## config.mk

```make
export PLATFORM = sky130hd
export DESIGN_NAME = ex_control_unit_flat
export DESIGN_NICKNAME = d
export VERILOG_FILES = /design/src/rtl/ex_control_unit_if.sv /design/src/rtl/ex_control_unit.sv /design/src/flat_wrapper.sv
export SDC_FILE = /design/constraint.sdc
export NUM_CORES = 1
export LEC_CHECK = 0
export CORE_ASPECT_RATIO = 2
export CORE_MARGIN = 5
export CORE_UTILIZATION = 27
export CTS_CLUSTER_SIZE = 12
export DETAILED_ROUTE_END_ITERATION = 12
export PLACE_DENSITY_LB_ADDON = 0.12
export SYNTH_ARGS = -nofsm -noshare
export SYNTH_HDL_FRONTEND = slang
export SYNTH_SLANG_ARGS = --single-unit
```

## constraint.sdc

```tcl
create_clock -name clk -period 1.84 [get_ports clk]
set_input_delay 0.368 -clock clk [delete_from_list [all_inputs] [get_ports clk]]
set_output_delay 0.368 -clock clk [all_outputs]
set_load 0.01 [all_outputs]
```

## src/rtl/ex_control_unit_if.sv

```systemverilog
// Bundle between the main controller FSM and the execute-stage control decoder.
// The master drives the instruction fields, and the slave returns the decoded EX controls.
interface ex_control_unit_if #(
  parameter int ifuresctl_N = 2
);
  localparam int SEL_W = (ifuresctl_N > 1) ? $clog2(ifuresctl_N) : 1;

  logic [6:0]       opcode;
  logic [2:0]       func3;
  logic [1:0]       func7b50;
  logic [3:0]       aluctl;
  logic [1:0]       mulctl;
  logic [SEL_W-1:0] ifuresctl;
  logic             mulstart;

  modport master (
    output opcode, func3, func7b50,
    input  aluctl, mulctl, ifuresctl, mulstart
  );

  modport slave (
    input  opcode, func3, func7b50,
    output aluctl, mulctl, ifuresctl, mulstart
  );
endinterface

```

## src/rtl/ex_control_unit.sv

```systemverilog
// Execute-stage control decoder for the multi-cycle RV32IM core.
// The decode is combinational, and a small tracker turns a held multiply into a single start pulse.
module ex_control_unit #(
  parameter int ifuresctl_N = 2
) (
  input logic              clk,
  input logic              rst,
  ex_control_unit_if.slave bus
);
  localparam int SEL_W = (ifuresctl_N > 1) ? $clog2(ifuresctl_N) : 1;

  localparam logic [6:0] OP_R      = 7'b0110011;
  localparam logic [6:0] OP_I      = 7'b0010011;
  localparam logic [6:0] OP_LUI    = 7'b0110111;
  localparam logic [6:0] OP_BRANCH = 7'b1100011;

  localparam logic [3:0] ALU_ADD   = 4'b0000;
  localparam logic [3:0] ALU_SUB   = 4'b0001;
  localparam logic [3:0] ALU_SLL   = 4'b0010;
  localparam logic [3:0] ALU_SLT   = 4'b0011;
  localparam logic [3:0] ALU_SLTU  = 4'b0100;
  localparam logic [3:0] ALU_XOR   = 4'b0101;
  localparam logic [3:0] ALU_SRL   = 4'b0110;
  localparam logic [3:0] ALU_SRA   = 4'b0111;
  localparam logic [3:0] ALU_OR    = 4'b1000;
  localparam logic [3:0] ALU_AND   = 4'b1001;
  localparam logic [3:0] ALU_PASSB = 4'b1010;

  logic [3:0]  alu_op;
  logic [1:0]  mul_op;
  logic        sel_mul;
  logic        is_mul;
  logic [11:0] key;
  logic        prev_mul_reg;
  logic [11:0] prev_key_reg;

  // The plain R-type func3 map is shared with the I-ALU group.
  function automatic logic [3:0] base_alu(input logic [2:0] f3);
    logic [3:0] op;
    case (f3)
      3'b000:  op = ALU_ADD;
      3'b001:  op = ALU_SLL;
      3'b010:  op = ALU_SLT;
      3'b011:  op = ALU_SLTU;
      3'b100:  op = ALU_XOR;
      3'b101:  op = ALU_SRL;
      3'b110:  op = ALU_OR;
      default: op = ALU_AND;
    endcase
    return op;
  endfunction

  always_comb begin
    alu_op  = ALU_ADD;
    mul_op  = 2'b00;
    sel_mul = 1'b0;
    case (bus.opcode)
      OP_R: begin
        case (bus.func7b50)
          2'b00: alu_op = base_alu(bus.func3);
          2'b10: begin
            if (bus.func3 == 3'b000)
              alu_op = ALU_SUB;
            else if (bus.func3 == 3'b101)
              alu_op = ALU_SRA;
          end
          2'b01: begin
            // Only the MUL family is handled here; div/rem fall through to the default.
            if (!bus.func3[2]) begin
              mul_op  = bus.func3[1:0];
              sel_mul = 1'b1;
            end
          end
          default: ;
        endcase
      end
      OP_I: begin
        if (bus.func3 == 3'b101 && bus.func7b50[1])
          alu_op = ALU_SRA;
        else
          alu_op = base_alu(bus.func3);
      end
      OP_LUI: alu_op = ALU_PASSB;
      OP_BRANCH: begin
        case (bus.func3)
          3'b000, 3'b001: alu_op = ALU_SUB;
          3'b100, 3'b101: alu_op = ALU_SLT;
          3'b110, 3'b111: alu_op = ALU_SLTU;
          default:        alu_op = ALU_ADD;
        endcase
      end
      default: ;
    endcase
  end

  assign is_mul = (bus.opcode == OP_R) && (bus.func7b50 == 2'b01) && !bus.func3[2];
  assign key    = {bus.opcode, bus.func3, bus.func7b50};

  always_ff @(posedge clk or posedge rst) begin
    if (rst) begin
      prev_mul_reg <= 1'b0;
      prev_key_reg <= 12'd0;
    end else begin
      prev_mul_reg <= is_mul;
      prev_key_reg <= key;
    end
  end

  // A multiply held across cycles starts the multiplier only once.
  // A change of encoding or a reset re-arms the start pulse.
  assign bus.mulstart  = is_mul & ~(prev_mul_reg & (key == prev_key_reg));
  assign bus.aluctl    = alu_op;
  assign bus.mulctl    = mul_op;
  assign bus.ifuresctl = SEL_W'(sel_mul);
endmodule

```

## src/flat_wrapper.sv

```systemverilog
// flat-port wrapper written by rule: the top's interface ports become plain ports
module ex_control_unit_flat 
#(
  parameter int ifuresctl_N = 2
)
  (clk, rst, bus_opcode, bus_func3, bus_func7b50, bus_aluctl, bus_mulctl, bus_ifuresctl, bus_mulstart);
  ex_control_unit_if #(.ifuresctl_N(ifuresctl_N)) bus_i ();
  input logic clk;
  input logic rst;
  input wire logic [$bits(bus_i.opcode)-1:0] bus_opcode;
  input wire logic [$bits(bus_i.func3)-1:0] bus_func3;
  input wire logic [$bits(bus_i.func7b50)-1:0] bus_func7b50;
  output wire logic [$bits(bus_i.aluctl)-1:0] bus_aluctl;
  output wire logic [$bits(bus_i.mulctl)-1:0] bus_mulctl;
  output wire logic [$bits(bus_i.ifuresctl)-1:0] bus_ifuresctl;
  output wire logic [$bits(bus_i.mulstart)-1:0] bus_mulstart;
  assign bus_i.opcode = bus_opcode;
  assign bus_i.func3 = bus_func3;
  assign bus_i.func7b50 = bus_func7b50;
  assign bus_aluctl = bus_i.aluctl;
  assign bus_mulctl = bus_i.mulctl;
  assign bus_ifuresctl = bus_i.ifuresctl;
  assign bus_mulstart = bus_i.mulstart;
  ex_control_unit #(.ifuresctl_N(ifuresctl_N)) u_core (.clk(clk), .rst(rst), .bus(bus_i));
endmodule
```

==> summary.md, run 1 <==
| Metric | Value |
|---|---|
| Worst-path cell chain | xor2_2, nor4_2, nand3_1, o31a_1, buf_2 |
| Port bufs | 21 |
| Critical path capture point type | output pin |
| Antenna diodes | 0 |
| Io pins | 22 |
| GRT Max-Usage Layer | met2 |
| VDD IR-drop max | 0.237 mV |
| Most frequent cells in the layout | buf_4, dfrtp_1, buf_6, buf_2, xnor2_1 |
| Power Dens Cells | 576 nW/µm² |
| Drt first pass iters | 4 |
| Async S/R FF share, synth | 1.00 |
| Die area | 4120 µm² |
| Met2 usage | 0.199 |
| # rows | 27 |
| Starting density of the core | 0.281 |
| Fin. Hold Viols | 0 |
| Max H-tree Level | 1 |
| Max transition margin | 0.659 |
| Critical path's largest stage delay | 0.39 ns |
| GRT Total Usage | 0.122 |
| Layout cells sized above 1 | 0.504 |
| CTS Buffer Depth | 2 |
| Hold path endpoint | u_core.prev_key_reg[0] |
| Global-route wire length before repair | 3530 µm |
| Nets | 138 |
| Ys Warns | 0 |
| Met1 usage | 0.128 |
| Final setup viols | 1 |
| Synth top area cells | dfrtp_1, xnor2_1, xor2_1 |
| Fmax | 522 MHz |
| Hold Path Cell Cnt | 1 |
| DRC viols | 0 |
| Total CTS buffers | 3 |
| Root Buffer | clkbuf_8 |
| Vias | 737 |
| Most common cell after layout, fill and taps aside | buf_4 |
| Class of the worst hold path | in -> reg |
| Synthesized area per cell | 9.85 µm² |
| Met3 usage | 0.0294 |
| CP Class | reg -> out |
| Total Wirelength | 2260 µm |
| Min-delay src | bus_func7b50[0] |
| CTS tree | built |
| Initial antenna violation count | 0 |
| Die width | 48.0 µm |
| Via/cell ratio | 4.85 |
| Non-filler cells, final | 152 |
| Critical path buffer and inverter count | 1 |
| Count of cell types in the netlist | 30 |
| Area Growth Syn to Fin | 61.9% |
| Crit-path leading delay family | flip-flops |
| Post-synth top area share | 0.418 |
| Remaining global-route overflow | 0 |
| Post-synth top area cell | dfrtp_1 |
| Post-synthesis net count | 93 |
| Period minus WS final | 1.91 ns |
| Final number of max-transition violations | 0 |
| WL/cell | 14.9 µm |
| MaxCap Viol Count | 0 |
| Number of flops mapped to enable cells by yosys | 0 |
| Critical Path RT | 1.47 ns |
| WP data arrival | 1.55 ns |
| RSZ-0062 raised after global routing | yes |
| Dpl cells | 145 |
| Failing checks | negative setup slack |
| Startpoint Class | flop |
| Number of global-route vias before repair | 764 |
| PnR worst setup slack | -0.0746 ns |
| Setup_tns | -0.0746 ns |
| #FFs+latches synth | 13 |
| Clock Pin Slew Worst Setup and Hold Paths | 0.05 ns |
| Core box area | 2770 µm² |
| Total power | 0.725 mW |
| Final RePlAce weighted congestion | 0.858 |
| Top FF cell, synth | dfrtp_1 |
| Max Fanout on Critical Path | 1 |
| Antenna-violating nets left | 0 |
| Hold_buf cts | 0 |
| Slowest CP cell | dfrtp_1 |
| Largest net degree at the start of global routing | 14 |
| Gate Count Post-Synth | 79 |
| DR iter-0 viols | 14 |
| Die Y | 85.9 µm |
| Period utilisation layout | 1.04 |
| Post-synthesis sequential area ratio | 0.418 |
| Number of flip-flops in the largest register | 12 |
| Crit. Startpoint | u_core.prev_key_reg[1] |
| Leak Pwr | 0.563 nW |
| Sink Count | 13 |
| Run status | finished with violations |
| Area of the mapped netlist | 778 µm² |
| Final core utilization | 0.455 |
| Worst-Margin Slew | 0.510 ns |
how the worst max path moves through the flow:
stage | endpoint | cells past startpoint
floorplan | bus_mulstart | 5
detailed placement | bus_aluctl[1] | 7
global placement | bus_aluctl[1] | 7
CTS | bus_mulstart | 5
finish | bus_mulstart | 5
global route | bus_mulstart | 5
what timing repair did:
item                       4_1_cts  5_1_grt
buffers inserted                 1        1
setup endpoints to repair        8        7
gates cloned                     1        0
pin swaps                        5       14
resized for setup               70       34
routing by layer:
layer  up-vias  routed length [µm]
met2        17                1340
met3         2                 117
met5         -                   0
met1       354                 782
li1        364                   -
met4         0                  21
cell usage after synthesis, drive strengths merged, types with 2 or more instances:
cell	count
nand2b	3
dfrtp	13
nor2	4
nor2b	5
nand3	3
and2	2
nor3	4
xor2	5
o31a	2
a21oi	3
nand3b	2
nand2	2
nor4	3
a22oi	3
buf	5
o21ai	2
xnor2	9
where the power goes:
part / internal, mW / leakage, nW / switching (mW)
sequential: 0.300 / 0.154 / 0.00657
clock: 0.153 / 0.0228 / 0.0948
combinational: 0.0912 / 0.386 / 0.0806
through the flow:
step	area [µm²]	hold WS, ns	setup WS [ns]
after global placement	1150	0.732	-0.836
after global routing	1260	0.335	-0.160
final	1260	0.331	-0.0746
after detailed placement	1150	0.736	-0.825
after CTS	1190	0.378	-0.159
after floorplan	778	0.245	0.214
logic make-up (layout without fill, tap and decap cells):
group,after synthesis,after routing,share of synthesized area
flip-flops,13,13,0.418
buffers and inverters,7,51,0.0530
AO/OA/AOI/OAI,15,15,0.135
AND/OR/NAND/NOR,30,30,0.236
XOR/XNOR,14,14,0.158
area by class of cell:
cell class / instances / area [µm²]
fillers: 276 / 1510
multi-input cells: 59 / 488
repair buffers: 46 / 362
flip-flops and latches: 13 / 325
clock buffers: 4 / 45.0
well taps: 29 / 36.3
inverters: 1 / 3.75
No activity file was read; power rests on OpenSTA's default activity.
==> run 2: changes to the inputs <==
--- a/config.mk
+++ b/config.mk
@@ -10,6 +10,7 @@
 export CORE_UTILIZATION = 27
 export CTS_CLUSTER_SIZE = 12
 export DETAILED_ROUTE_END_ITERATION = 12
+export HOLD_SLACK_MARGIN = 0.15
 export PLACE_DENSITY_LB_ADDON = 0.12
 export SYNTH_ARGS = -nofsm -noshare
 export SYNTH_HDL_FRONTEND = slang
==> results of run 2 <==
Final layout, timing and power as in run 1 (identical DEF).
